===== src/rtl/lcd_cmd_sequencer.sv =====
// lcd_cmd_sequencer: HD44780-style LCD power-on init plus valid/ready byte writer,
// paced by strobes derived from the slow clk_en_in reference.
module lcd_cmd_sequencer #(
  parameter int PWRUP_STROBES = 16,
  parameter int E_STROBES     = 1,
  parameter int CMD_WAIT      = 2,
  parameter int CLR_WAIT      = 80
) (
  input  logic       Clk,
  input  logic       Reset,
  input  logic       clk_en_in,
  input  logic       wr_valid,
  input  logic       wr_rs,
  input  logic [7:0] wr_data,
  output logic       wr_ready,
  output logic       init_done,
  output logic       lcd_e,
  output logic       lcd_rs,
  output logic       lcd_rw,
  output logic [7:0] lcd_db
);
  localparam int CW = 16;
  typedef enum logic [2:0] {S_PWRUP, S_SETUP, S_EHIGH, S_HOLD, S_WAIT, S_IDLE} state_t;
  state_t r_state, w_next;
  logic r_sync1, r_sync2, r_prev, w_strobe;
  logic [CW-1:0] r_cnt, w_limit;
  logic [1:0] r_idx;
  logic r_rs, r_init_done, r_ready, r_e;
  logic [7:0] r_data;
  logic w_long, w_done, w_accept, w_more;

  function automatic logic [7:0] init_byte(input logic [1:0] i);
    return i == 2'd0 ? 8'h38 : i == 2'd1 ? 8'h0C : i == 2'd2 ? 8'h06 : 8'h01;
  endfunction

  assign w_strobe = r_sync2 & ~r_prev;
  // clear and home need the long busy wait; character data never does
  assign w_long   = !r_rs && (r_data == 8'h01 || r_data == 8'h02);
  assign w_more   = !r_init_done && r_idx != 2'd3;
  assign w_done   = w_strobe && r_cnt == w_limit - CW'(1);
  assign w_accept = r_state == S_IDLE && r_ready && wr_valid;

  always_comb begin
    w_limit = r_state == S_PWRUP ? CW'(PWRUP_STROBES) :
              r_state == S_EHIGH ? CW'(E_STROBES) :
              r_state == S_WAIT  ? (w_long ? CW'(CLR_WAIT) : CW'(CMD_WAIT)) : CW'(1);
  end

  always_comb begin
    w_next = r_state;
    case (r_state)
      S_PWRUP: if (w_done) w_next = S_SETUP;
      S_SETUP: if (w_done) w_next = S_EHIGH;
      S_EHIGH: if (w_done) w_next = S_HOLD;
      S_HOLD:  if (w_done) w_next = S_WAIT;
      S_WAIT:  if (w_done) w_next = w_more ? S_SETUP : S_IDLE;
      S_IDLE:  if (w_accept) w_next = S_SETUP;
      default: w_next = S_PWRUP;
    endcase
  end

  always_ff @(posedge Clk or posedge Reset) begin
    if (Reset) r_state <= S_PWRUP;
    else r_state <= w_next;
  end

  always_ff @(posedge Clk or posedge Reset) begin
    if (Reset) begin
      {r_sync1, r_sync2, r_prev} <= 3'b000;
      r_cnt       <= '0;
      r_idx       <= '0;
      r_rs        <= 1'b0;
      r_data      <= 8'h00;
      r_init_done <= 1'b0;
      r_ready     <= 1'b0;
      r_e         <= 1'b0;
    end else begin
      {r_sync1, r_sync2, r_prev} <= {clk_en_in, r_sync1, r_sync2};
      r_cnt   <= (w_done || r_state == S_IDLE) ? '0 : r_cnt + CW'(w_strobe);
      r_e     <= w_next == S_EHIGH;
      r_ready <= r_state == S_IDLE && r_init_done && !w_accept;
      if (r_state == S_PWRUP && w_done) begin
        r_idx  <= 2'd0;
        r_rs   <= 1'b0;
        r_data <= init_byte(2'd0);
      end
      if (r_state == S_WAIT && w_done && !r_init_done) begin
        if (w_more) begin
          r_idx  <= r_idx + 2'd1;
          r_data <= init_byte(r_idx + 2'd1);
        end else r_init_done <= 1'b1;
      end
      if (w_accept) begin
        r_rs   <= wr_rs;
        r_data <= wr_data;
      end
    end
  end

  assign lcd_e     = r_e;
  assign lcd_rs    = r_rs;
  assign lcd_rw    = 1'b0;
  assign lcd_db    = r_data;
  assign wr_ready  = r_ready;
  assign init_done = r_init_done;
endmodule

===== config.mk =====
export PLATFORM = sky130hd
export DESIGN_NAME = lcd_cmd_sequencer
export DESIGN_NICKNAME = d
export VERILOG_FILES = /design/src/rtl/lcd_cmd_sequencer.sv
export SDC_FILE = /design/constraint.sdc
export NUM_CORES = 1
export LEC_CHECK = 0
export CELL_PAD_IN_SITES_DETAIL_PLACEMENT = 1
export CELL_PAD_IN_SITES_GLOBAL_PLACEMENT = 2
export CORE_UTILIZATION = 37
export DETAILED_ROUTE_END_ITERATION = 10
export GPL_ROUTABILITY_DRIVEN = 0
export PLACE_DENSITY = 0.9
export SLEW_MARGIN = 20
export SYNTH_ARGS = -nofsm -noshare
export SYNTH_HDL_FRONTEND = slang
export SYNTH_SLANG_ARGS = --single-unit

===== constraint.sdc =====
create_clock -name Clk -period 9.29 [get_ports Clk]
set_input_delay 1.858 -clock Clk [delete_from_list [all_inputs] [get_ports Clk]]
set_output_delay 1.858 -clock Clk [all_outputs]
set_load 0.01 [all_outputs]

[After elaboration in Yosys (flattened, before gate mapping)]
Cells that the tools add are included.
Operators by class
  eq/ne operators: 12
  bitwise gates (word level): 3
  add/sub/neg operators: 3
  reduce and logical (&&, ||, !) cells: 19
  muxes and demuxes: 25
Operators by type and width (count)
  $mux W8: 4
  $mux W7: 4
  $mux W3: 8
  $pmux W3 S6: 1
  $add A16 B1 Y16: 1
  $eq A16 B16 Y1: 1
  $mux W16: 1
  $sub A16 B1 Y16 const B: 1
  $logic_and A1 B1 Y1: 10
  $eq A3 B2 Y1 const B: 3
  $eq A8 B1 Y1 const B: 1
  $eq A8 B2 Y1 const B: 1
  $eq A3 B3 Y1 const B: 2
  $mux W2: 3
  $mux W6: 1
  $mux W4: 1
  $eq A3 B1 Y1 const B: 1
  $logic_not A1 Y1: 3
  $logic_not A3 Y1: 1
  $add A2 B1 Y2 const B: 1
  $eq A2 B1 Y1 const B: 1
  $eq A2 B2 Y1 const B: 1
  $logic_not A2 Y1: 1
  $logic_or A1 B1 Y1: 2
  6 further kinds: 8
Word-level totals
  input port bits: 13
  bits in registers: 36
  output and inout bits: 13

[Logic depth before layout (Yosys ltp)]
Gate-level depths: netlist of the first run.
  depth in word-level cells: 15
  gate-level depth with buffers: 14
  mapped depth without buffers: 13

[Least setup slack after synthesis of the first run]
OpenSTA, ideal clock, no wires.
  path kind: register to register
  from: register r_state[1]
  to: register r_data[0], in the netlist lcd_db[0]
  cell stages (with the launch flop): 14
  period minus slack after synthesis: 3.146 ns
  setup slack: 6.144 ns
  path buffers: 1
  data arrival time: 3.020 ns
  setup time: 0.126 ns
  cells stage by stage: dfrtp_1 > buf_2 > nor2_2 > and2_0 > nand2_1 > ha_1 > ha_1 > ha_1 > xor2_1 > nor4_2 > o2111ai_2 > a211o_1 > nor3b_1 > a221o_1
On the way
  cells in the longest elaborated chain, start to end: 12
  elaborated cells on any way between the ends: 19
  those cells by class: 1 x add/sub; 4 x eq/ne; 7 x mux; 7 x reduce/logical
Ends and longest elaborated chain
  start: declaration: line 24  | state_t r_state, w_next;
  start signal: assignment: line 64  | else r_state <= w_next;
  $eq A3 B3 Y1: line 46, 87
  $mux W7: line 46  | r_state == S_WAIT ? (w_long ? CW'(CLR_WAIT) : CW'(CMD_WAIT)) : CW'(1);
  $mux W7: line 45  | r_state == S_EHIGH ? CW'(E_STROBES) :
  $mux W7: line 44  | w_limit = r_state == S_PWRUP ? CW'(PWRUP_STROBES) :
  $sub A16 B1 Y16: line 40  | assign w_done = w_strobe && r_cnt == w_limit - CW'(1);
  $eq A16 B16 Y1: line 40
  $logic_and A1 B1 Y1: line 40
  $logic_and A1 B1 Y1: line 82  | if (r_state == S_PWRUP && w_done) begin
  $mux W8: line 82
  $mux W8: line 88  | if (w_more) begin
  $mux W8: line 87  | if (r_state == S_WAIT && w_done && !r_init_done) begin
  $mux W8 (*): line 93  | if (w_accept) begin
  end signal: assignment: line 85  | r_data <= init_byte(2'd0);
  end signal: assignment: line 90  | r_data <= init_byte(r_idx + 2'd1);
  end signal: assignment: line 95  | r_data <= wr_data;
  end: declaration: line 29  | logic [7:0] r_data;
Every way passes the cells marked *; elsewhere a longest branch is shown, timed or not.
A chain may end at the register's enable or synchronous reset.

[Worst setup path in the final report of the first run]
  from: register r_state[1]
  to: register r_data[1], in the netlist lcd_db[1]
The elaborated chain is that of the path after synthesis.

==> reports/metrics.cfg, run 1 <==
[outcome]
outcome = finished clean

[pwr]
ir_worst_vdd_v = 0.0001050
powerDensity_nw_per_um2 = 217.1
total_power_uw = 511.5
p_leak_nw = 1.016

[detailed_routing]
drt-total-wl_mm = 4.347
num_vias = 1526
avgRoutedWirePerCell_um = 14.64
drt_iter0_markers = 76
via_per_inst = 5.138
drcViolationCount = 0
drt_first_pass_iters = 4
ant_nets = 0

[sta]
fin_setup_tns_ps = 0
finalHoldViolations = 0
slew_headroom_pct = 52.33
tightest_slew_ps = 712.5
grt_setup_unrepaired = no
drv_slew = 0
skew_ps = 4.485
final-setup-viol-count = 0
max_freq_ghz = 0.2712
min_period_over_period_pct = 39.69
finalCriticalPeriod_ps = 3687
setup_ws_ps = 5603
hold_slack_ps = 353.5

[critical_path]
arrival_ps = 3850
crit_fanout = 9
crit_path_top_delay_cell = a211oi_1
cpPeakStageDelay_ps = 620
critPathKind = reg2reg
cp.required_ps = 9460
crit_top_cell = ha_1
timing.rr.end = lcd_db[1]$_DFF_PP0_
reg2reg_from = r_state[1]$_DFF_PP0_
cp-start-kind = flip-flop
worst_r2r_path_depth = 12
crit_chain = nor2_2 -> and2_0 -> nand2_1 -> ha_1 -> ha_1 -> ha_1 -> xor2_1 -> nor4_2 -> o2111ai_2 -> a211oi_1 -> nor3b_1 -> a221o_1
r2r_setup_slack_ps = 5600
worstSetupEndpointType = flip-flop

[clock_network]
cts_buffers = 5
ctsHtreeMaxLevel = 2
cts-root-buf = clkbuf_8
cts.sinks = 36
clockBufferDepth = 2
cts_tree = done
cts.clk_slew.worst_paths_ps = 70
cts-hold-fix-buffers = 0
cts_resized = 0
insertion_delay_ps = 280
post_cts_buffers = 0

[cells_and_area]
multiInputGateArea_um2 = 997.2
fin_nets = 248
seq_area_um2 = 900.9
diodes = 0
mostFrequentLayoutCells = dfrtp_1 (36), nor2_1 (25), clkdlybuf4s50_1 (24), nand2_1 (22), xnor2_1 (14)
fillers = 618
final_common_cell = dfrtp_1
areaGrowthSynthToFinish_pct = 20.55
drive_gt1_share_pct = 10.57

[synth]
synth_seq_cells = 36
synth_top_area_share_pct = 46.09
avgSynthCellArea_um2 = 9.723
syn_area_um2 = 1954
synth_simple_gate_area_share_pct = 23.43
synthMuxAreaShare_pct = 1.088
synthFlopType = dfrtp_1
synthArstFlopShare_pct = 100.0
synth_cell_types = 50
synth-compound-area-share_pct = 12.23
synth_edf_count = 0
synth_top_family_by_area = simple AND/OR/NAND/NOR gates
synth_top_cell_by_area = dfrtp_1
synthTopCellsByArea = dfrtp_1 (46%), xnor2_1 (6.3%), ha_1 (5.1%), nor2_1 (4.8%), nand2_1 (4.2%)
synth_adder_area_share_pct = 5.122
synth-xor-area-share_pct = 8.963
ys.warnings.count = 0
ys_seq_area_share_pct = 46.09
synthCells = 201
syn-num-nets = 222

[global_route]
groute.usage.overall_pct = 17.76
grt_max_degree = 37
grt.overflow.total = 0
grt_pass1_wl_mm = 7.493
grt_pass1_vias = 1573
antenna_found_initial = 0

[die]
die_area_um2 = 5577
core_um2 = 5107
pin_count = 26
fp.dieH_um = 74.68
initial_core_util_pct = 38.27
chipWidth_um = 74.68
fp-row-count = 26

[worst_hold_path]
hold-path-endpoint = r_sync2$_DFF_PP0_
min_from = r_sync1$_DFF_PP0_
hold_class = reg2reg
hold_depth = 0

[job]
drv_cap = 0

[place]
hpwl_mm = 3.155
port_buffers = 24
dp_slack_ps = 5627

[power breakdown]
part | total, mW | switching [mW] | internal [mW]
sequential | 0.216 | 0.0372 | 0.179
combinational | 0.173 | 0.0853 | 0.0882
clock | 0.122 | 0.0554 | 0.0661
total | 0.511 | 0.178 | 0.334
[worst max path at each step]
stage / from / to / slack, ps / cells past startpoint
floorplan: r_state[1]$_DFF_PP0_ / lcd_db[0]$_DFF_PP0_ / 6140 / 13
global placement: wr_valid / lcd_db[2]$_DFF_PP0_ / 5640 / 5
detailed placement: wr_valid / lcd_db[1]$_DFF_PP0_ / 5630 / 5
CTS: r_state[1]$_DFF_PP0_ / lcd_db[1]$_DFF_PP0_ / 5580 / 12
global route: r_state[1]$_DFF_PP0_ / lcd_db[1]$_DFF_PP0_ / 5250 / 12
finish: r_state[1]$_DFF_PP0_ / lcd_db[1]$_DFF_PP0_ / 5600 / 12
[Yosys cell counts, types with 2 or more instances]
| cell type | n |
|---|---|
| nor4_2 | 2 |
| nand3_1 | 7 |
| dfrtp_1 | 36 |
| a21oi_1 | 3 |
| and3_1 | 5 |
| clkbuf_1 | 2 |
| nand4_1 | 4 |
| a21o_2 | 2 |
| buf_2 | 3 |
| xor2_1 | 6 |
| a221o_1 | 3 |
| nor2_1 | 25 |
| nor2b_1 | 5 |
| and2_2 | 2 |
| nor3_1 | 5 |
| o21ai_0 | 8 |
| nand2_1 | 22 |
| o21ai_1 | 3 |
| inv_1 | 7 |
| ha_1 | 8 |
| xnor2_1 | 14 |
[routing by layer]
layer	wire (µm)	global-route usage, %	up-vias
met5	0	0	-
met4	52	4.403	0
met3	120	3.748	4
met2	1998	28.53	22
met1	2175	24.51	750
li1	-	-	750
[layout make-up]
type	instances	share of cell area (%)
Multi-Input combinational cell	152	42.33
Clock buffer	7	4.089
Inverter	7	1.115
Tap cell	70	3.717
Timing Repair Buffer	25	10.52
Sequential cell	36	38.24
[cell families after synthesis]
| family | Yosys count |
|---|---|
| AO/OA/AOI/OAI | 32 |
| XOR/XNOR | 20 |
| adder cells (fa/ha/maj) | 8 |
| buffers and inverters | 13 |
| flip-flops | 36 |
| multiplexers | 2 |
| other | 1 |
| AND/OR/NAND/NOR | 89 |
[stage by stage]
step / instance area, µm² / cells / utilization [%]
5_1_grt: 2356 / 297 / 46.13
2_1_floorplan: 1954 / 201 / -
4_1_cts: 2356 / 297 / 46.13
3_5_place_dp: 2260 / 290 / 44.24
3_3_place_gp: 2260 / 290 / 44.24
6_report: 2356 / 297 / 46.13
[worst max-delay path, delay by kind of cell (launching register included)]
kind            cells  cell delay [ps]
flops               1              480
fa+ha+maj           3              640
simple gates        5             1140
compound gates      3             1150
xor+xnor            1              170
[sequential cells by signal, summed over array words and instances, names as in the netlist]
| name | count |
|---|---|
| init_done | 1 |
| lcd_db | 8 |
| lcd_e | 1 |
| lcd_rs | 1 |
| r_cnt | 16 |
| r_idx | 2 |
| r_prev | 1 |
| r_state | 3 |
| r_sync1 | 1 |
| r_sync2 | 1 |
| wr_ready | 1 |
Power figures use the tool's default switching activity.
==> run 2, diff against run 1 <==
--- a/config.mk
+++ b/config.mk
@@ -7,10 +7,10 @@
 export LEC_CHECK = 0
 export CELL_PAD_IN_SITES_DETAIL_PLACEMENT = 1
 export CELL_PAD_IN_SITES_GLOBAL_PLACEMENT = 2
-export CORE_UTILIZATION = 37
+export CORE_UTILIZATION = 34
 export DETAILED_ROUTE_END_ITERATION = 10
 export GPL_ROUTABILITY_DRIVEN = 0
-export PLACE_DENSITY = 0.9
+export PLACE_DENSITY = 0.84
 export SLEW_MARGIN = 20
 export SYNTH_ARGS = -nofsm -noshare
 export SYNTH_HDL_FRONTEND = slang
==> constraint.sdc (replaced) <==
create_clock -name Clk -period 3.47 [get_ports Clk]
set_input_delay 0.694 -clock Clk [delete_from_list [all_inputs] [get_ports Clk]]
set_output_delay 0.694 -clock Clk [all_outputs]
set_load 0.01 [all_outputs]
==> run 2 against run 1 <==
Compared with the run above: clock skew about the same; fmax increased by 13%; cell count grew 3.0%; worst hold slack improved by 1.0 ps; die area up 8.6%; count of clock-buffer cells in the layout is 1 higher; via count up 2.7%; worst setup slack worse by 5400 ps; critical endpoint is now lcd_db[2]$_DFF_PP0_.
==> reports/metrics.cfg, run 2 (same netlist as run 1, synthesis figures left out) <==
[outcome]
outcome = finished clean

[die]
die_area_um2 = 6055
fp-row-count = 27
core_um2 = 5507
fp.dieH_um = 77.82
chipWidth_um = 77.82
pin_count = 26
initial_core_util_pct = 35.49

[clock_network]
cts.clk_slew.worst_paths_ps = 70
cts-hold-fix-buffers = 0
cts_buffers = 5
clockBufferDepth = 2
insertion_delay_ps = 280
ctsHtreeMaxLevel = 2
cts-root-buf = clkbuf_8
cts_tree = done
cts.sinks = 36

[global_route]
antenna_found_initial = 0
grt_pass1_wl_mm = 8.031
grt_max_degree = 37
grt_pass1_vias = 1676
groute.usage.overall_pct = 17.09
grt.overflow.total = 0

[detailed_routing]
drt_iter0_markers = 64
drt_first_pass_iters = 4
drt-total-wl_mm = 4.609
ant_nets = 0
num_vias = 1567
avgRoutedWirePerCell_um = 15.06
drcViolationCount = 0
via_per_inst = 5.121

[worst_hold_path]
min_from = r_sync1$_DFF_PP0_
hold_depth = 0
hold_class = reg2reg
hold-path-endpoint = r_sync2$_DFF_PP0_

[pwr]
powerDensity_nw_per_um2 = 580.5
p_leak_nw = 1.040
ir_worst_vdd_v = 0.0002314

[critical_path]
r2r_setup_slack_ps = 220
critPathKind = reg2reg
worst_r2r_path_depth = 13
crit_chain = xnor2_1 -> nor2_1 -> nand3_1 -> nand2_1 -> ha_1 -> ha_1 -> ha_1 -> xor2_1 -> nor4_2 -> o2111ai_2 -> a211o_1 -> nor3b_1 -> a221o_1
crit_fanout = 8
path_buf_inv = 0
arrival_ps = 3420
worstSetupEndpointType = flip-flop
reg2reg_from = lcd_db[1]$_DFF_PP0_
cp-start-kind = flip-flop
crit_top_cell = ha_1
crit_path_top_delay_cell = a211o_1
timing.rr.end = lcd_db[2]$_DFF_PP0_
cp.required_ps = 3640
path_delay_family = compound AO/OA/AOI/OAI gates
cpPeakStageDelay_ps = 420

[cells_and_area]
drive_gt1_share_pct = 12.39
fin_nets = 254
diodes = 0
largest_reg_flops = 16
regMostFlops = r_cnt
instances_no_fill = 306
areaGrowthSynthToFinish_pct = 23.11
mostFrequentLayoutCells = dfrtp_1 (36), nor2_1 (25), clkdlybuf4s50_1 (24), nand2_1 (22), xnor2_1 (14)
final_common_cell = dfrtp_1

[sta]
slew_headroom_pct = 46.40
fin_setup_tns_ps = 0
drv_slew = 0
min_period_over_period_pct = 93.66
grt_setup_unrepaired = no
final-setup-viol-count = 0
finalCriticalPeriod_ps = 3250
max_freq_ghz = 0.3077
finalHoldViolations = 0
skew_ps = 4.776
tightest_slew_ps = 801.0

[place]
port_buffers = 24
hpwl_mm = 3.432
dp_cells = 298

[job]
drv_cap = 0

-- run 2: cell count changes in the layout (fill, tap and decap cells not counted) --
cell	delta
o211ai_4	+1
buf_4	+6
clkbuf_8	-1
clkbuf_1	+2
o211ai_2	-1
-- run 2: final cells by class --
cell class / count / area, µm²
clock buffer: 8 / 90.09
fill: 639 / 3100
inverter: 7 / 26.28
multi-input combinational: 152 / 1006
sequential: 36 / 900.9
tap: 72 / 90.09
timing repair buffer: 31 / 292.8
-- run 2: report_power, final --
group / internal, mW / switching, mW / leakage (nW)
sequential: 0.480 / 0.0738 / 0.478
clock: 0.162 / 0.143 / 0.0455
combinational: 0.266 / 0.271 / 0.516
total: 0.908 / 0.489 / 1.04
-- run 2: repair_timing --
item                       CTS  global route
gates resized for setup      0             1
setup endpoints to repair    0            14
setup buffers                0             0
-- run 2: layer usage --
metal | share of wire [%] | wire length, µm | vias to the layer above | GRT usage (%)
li1 | - | - | 762 | -
met5 | 0 | 0 | - | 0
met1 | 48 | 2218 | 782 | 22.47
met3 | 2.1 | 97 | 6 | 3.412
met4 | 1.4 | 64 | 0 | 5.094
met2 | 48 | 2228 | 17 | 28.23
-- run 2: how the worst max path moves through the flow --
stage	start	end	slack [ps]	cells past startpoint
after floorplan	r_state[1]$_DFF_PP0_	lcd_db[1]$_DFF_PP0_	320	13
after global placement	lcd_db[1]$_DFF_PP0_	r_cnt[5]$_DFF_PP0_	230	13
after detailed placement	lcd_rs$_DFFE_PP0P_	r_cnt[5]$_DFF_PP0_	130	12
after CTS	lcd_rs$_DFFE_PP0P_	r_cnt[5]$_DFF_PP0_	130	12
after global routing	lcd_db[1]$_DFF_PP0_	lcd_db[2]$_DFF_PP0_	30	13
final	lcd_db[1]$_DFF_PP0_	lcd_db[2]$_DFF_PP0_	220	13
-- run 2: metrics by stage --
step                hold WS (ps)  worst slack [ps]  cell area [µm²]  total power, mW  util (%)
floorplan                  331.2             324.5             1954           0.9171         -
detailed placement         345.7             133.3             2307            1.094     41.90
finish                     354.5             220.1             2406            1.397     43.69
global route               381.3             33.73             2406            1.499     43.69
CTS                        361.6             128.3             2397            1.406     43.54
global placement           334.0             227.9             2307            1.078     41.90
==> run 3, diff against run 2 <==
--- a/config.mk
+++ b/config.mk
@@ -5,12 +5,14 @@
 export SDC_FILE = /design/constraint.sdc
 export NUM_CORES = 1
 export LEC_CHECK = 0
+export ABC_AREA = 1
 export CELL_PAD_IN_SITES_DETAIL_PLACEMENT = 1
 export CELL_PAD_IN_SITES_GLOBAL_PLACEMENT = 2
-export CORE_UTILIZATION = 34
+export CORE_UTILIZATION = 32
 export DETAILED_ROUTE_END_ITERATION = 10
 export GPL_ROUTABILITY_DRIVEN = 0
 export PLACE_DENSITY = 0.84
+export SETUP_SLACK_MARGIN = 0.4
 export SLEW_MARGIN = 20
 export SYNTH_ARGS = -nofsm -noshare
 export SYNTH_HDL_FRONTEND = slang
==> run 3 against run 2 <==
Compared with the run above: worst setup slack better by 410 ps; first-iteration DRC count is 55% higher; fmax is 14% higher; via count is 17% higher; count of clock-buffer cells in the layout is 1 lower; cell area is 10% higher; critical path depth is 4 higher; wire length is 16% higher; synthesized cell count is 33% higher; register-to-register slack better by 410 ps; area after synthesis is 7.6% higher; core utilization is 1.9 points lower; critical endpoint is now lcd_e$_DFF_PP0_; highest routed layer unchanged.
==> reports/metrics.cfg, run 3 <==
[worst_hold_path]
hold_depth = 0
min_from = r_sync1$_DFF_PP0_
hold-path-endpoint = r_sync2$_DFF_PP0_
hold_class = reg2reg

[clock_network]
clockBufferDepth = 2
cts-root-buf = clkbuf_8
insertion_delay_ps = 290
cts-hold-fix-buffers = 0
cts.clk_slew.worst_paths_ps = 70
cts.sinks = 36
cts_tree = done
cts_buffers = 5
ctsHtreeMaxLevel = 2

[die]
core_um2 = 6350
fp-row-count = 29
fp.dieH_um = 83.07
die_area_um2 = 6901
pin_count = 26
chipWidth_um = 83.07
initial_core_util_pct = 33.12

[synth]
synth_simple_gate_area_share_pct = 37.06
synth-xor-area-share_pct = 2.082
synthMuxAreaShare_pct = 0
syn_area_um2 = 2103
synthCells = 268
synthFlopType = dfrtp_1
synth_top_family_by_area = simple AND/OR/NAND/NOR gates
synthArstFlopShare_pct = 100.0
avgSynthCellArea_um2 = 7.848
synth_cell_types = 30
synth_top_area_share_pct = 42.83
yosysMostFrequentCell = nand2_1
synth_edf_count = 0
synthTopCellsByArea = dfrtp_1 (43%), nand2_1 (11%), inv_1 (6.4%), nand3_1 (5.9%), nor2_1 (5.9%)
ys_seq_area_share_pct = 42.83
synth-compound-area-share_pct = 5.057
ys.warnings.count = 0
syn-num-nets = 289
synth_top_cell_by_area = dfrtp_1
synth.cells.most_frequent = nand2_1 (59), dfrtp_1 (36), inv_1 (36)
synth_adder_area_share_pct = 4.759
synth_seq_cells = 36

[detailed_routing]
ant_nets = 0
avgRoutedWirePerCell_um = 14.06
via_per_inst = 4.816
drt_iter0_markers = 99
drt_first_pass_iters = 3
drt-total-wl_mm = 5.342
drcViolationCount = 0
num_vias = 1830

[critical_path]
reg2reg_from = r_state[1]$_DFF_PP0_
critPathKind = reg2reg
arrival_ps = 3020
worstSetupEndpointType = flip-flop
worst_r2r_path_depth = 17
crit_fanout = 5
cp-start-kind = flip-flop
timing.rr.end = lcd_e$_DFF_PP0_
cp.required_ps = 3650
r2r_setup_slack_ps = 630

[cells_and_area]
diodes = 0
areaGrowthSynthToFinish_pct = 26.18
mostFrequentLayoutCells = nand2_1 (57), inv_1 (36), dfrtp_1 (35), nor2_1 (30)
regMostFlops = r_cnt
fillers = 754
final_common_cell = nand2_1
drive_gt1_share_pct = 16.50
largest_reg_flops = 16
design_area_um2 = 2654
fin_util_pct = 41.79
fin_nets = 324

[place]
dpl_cell_area_um2 = 2429
port_buffers = 24
dp_slack_ps = 467.8
hpwl_mm = 4.063

[sta]
skew_ps = 4.378
finalHoldViolations = 0
slew_headroom_pct = 54.95
max_freq_ghz = 0.3515
grt_setup_unrepaired = no
drv_slew = 0
fin_setup_tns_ps = 0
min_period_over_period_pct = 81.98
finalCriticalPeriod_ps = 2845
tightest_slew_ps = 675.0
final-setup-viol-count = 0
setup_ws_ps = 625.2

[pwr]
ir_worst_vdd_v = 0.0002809
powerDensity_nw_per_um2 = 610.6
p_leak_nw = 1.229
total_power_mw = 1.620

[global_route]
groute.usage.overall_pct = 16.60
grt.overflow.total = 0
grt_max_degree = 21
grt_pass1_vias = 1818
grt_pass1_wl_mm = 8.963
antenna_found_initial = 0

[outcome]
outcome = finished clean

[job]
drv_cap = 0

## run 3: changes by cell type after synthesis, moves of 4 or more
cell / previous run / this run
nand2_1: 22 / 59
and3_1: 5 / 0
a21oi_1: 3 / 12
o21ai_0: 8 / 3
nor3_1: 5 / 9
nor2_1: 25 / 33
xnor2_1: 14 / 1
nor2b_1: 5 / 0
nor2_2: 1 / 5
nor2_4: 0 / 7
nand3_1: 7 / 25
nand2_2: 0 / 6
inv_1: 7 / 36
## run 3: critical path, stage by stage, from the launching register on
cell,delay (ps)
dfrtp_2,430
inv_1,90
nand2_2,100
nor2_4,190
nand2_2,90
ha_4,180
ha_1,220
ha_4,280
nor2_1,50
nor3b_1,210
nand3_1,110
nor2_2,160
nand3_4,150
nor2_4,170
buf_4,130
nand2_1,40
nand2_1,80
nor2_1,50
## run 3: what timing repair did
action,CTS,global route
setup endpoints to repair,0,28
resized for setup,0,18
setup buffers,0,4
## run 3: layout make-up
type | count | area, µm² | area share [%]
Multi-Input combinational cell | 191 | 1131 | 42.62
Clock buffer | 7 | 96.34 | 3.630
Timing Repair Buffer | 29 | 277.8 | 10.47
Sequential cell | 36 | 902.1 | 33.99
Tap cell | 77 | 96.34 | 3.630
Inverter | 40 | 150.1 | 5.658
## run 3: through the flow
step | hold slack [ps] | instances
4_1_cts | 353.8 | 375
6_report | 351.4 | 380
5_1_grt | 363.8 | 380
3_3_place_gp | 332.7 | 368
3_5_place_dp | 337.0 | 368
2_1_floorplan | 331.2 | 268
## run 3: cells by family (layout without fill, tap and decap cells)
kind of cell    Yosys count  after routing
simple gates            157            158
compound gates           19             19
fa+ha+maj                 8              8
buf+inv                  42             76
xor+xnor                  5              5
flops                    36             36
other cells               1              1
## run 3: how the worst max path moves through the flow
stage | startpoint | slack, ps | endpoint
after floorplan | r_state[1]$_DFF_PP0_ | 930 | lcd_db[0]$_DFF_PP0_
after global placement | r_state[1]$_DFF_PP0_ | 570 | lcd_db[0]$_DFF_PP0_
after detailed placement | r_state[1]$_DFF_PP0_ | 470 | lcd_db[0]$_DFF_PP0_
after CTS | r_state[1]$_DFF_PP0_ | 450 | lcd_db[0]$_DFF_PP0_
after global routing | r_state[1]$_DFF_PP0_ | 370 | lcd_e$_DFF_PP0_
final | r_state[1]$_DFF_PP0_ | 630 | lcd_e$_DFF_PP0_
## run 3: per-layer routing
| metal | GRT usage (%) | vias up | wire [µm] |
|---|---|---|---|
| met2 | 27.79 | 21 | 2683 |
| met4 | 6.113 | 0 | 78 |
| li1 | - | 920 | - |
| met5 | 0 | - | 0 |
| met1 | 21.06 | 883 | 2449 |
| met3 | 3.479 | 6 | 130 |
## run 3: power breakdown
part / internal, mW / switching [mW]
sequential: 0.491 / 0.0872
combinational: 0.302 / 0.412
clock: 0.177 / 0.151
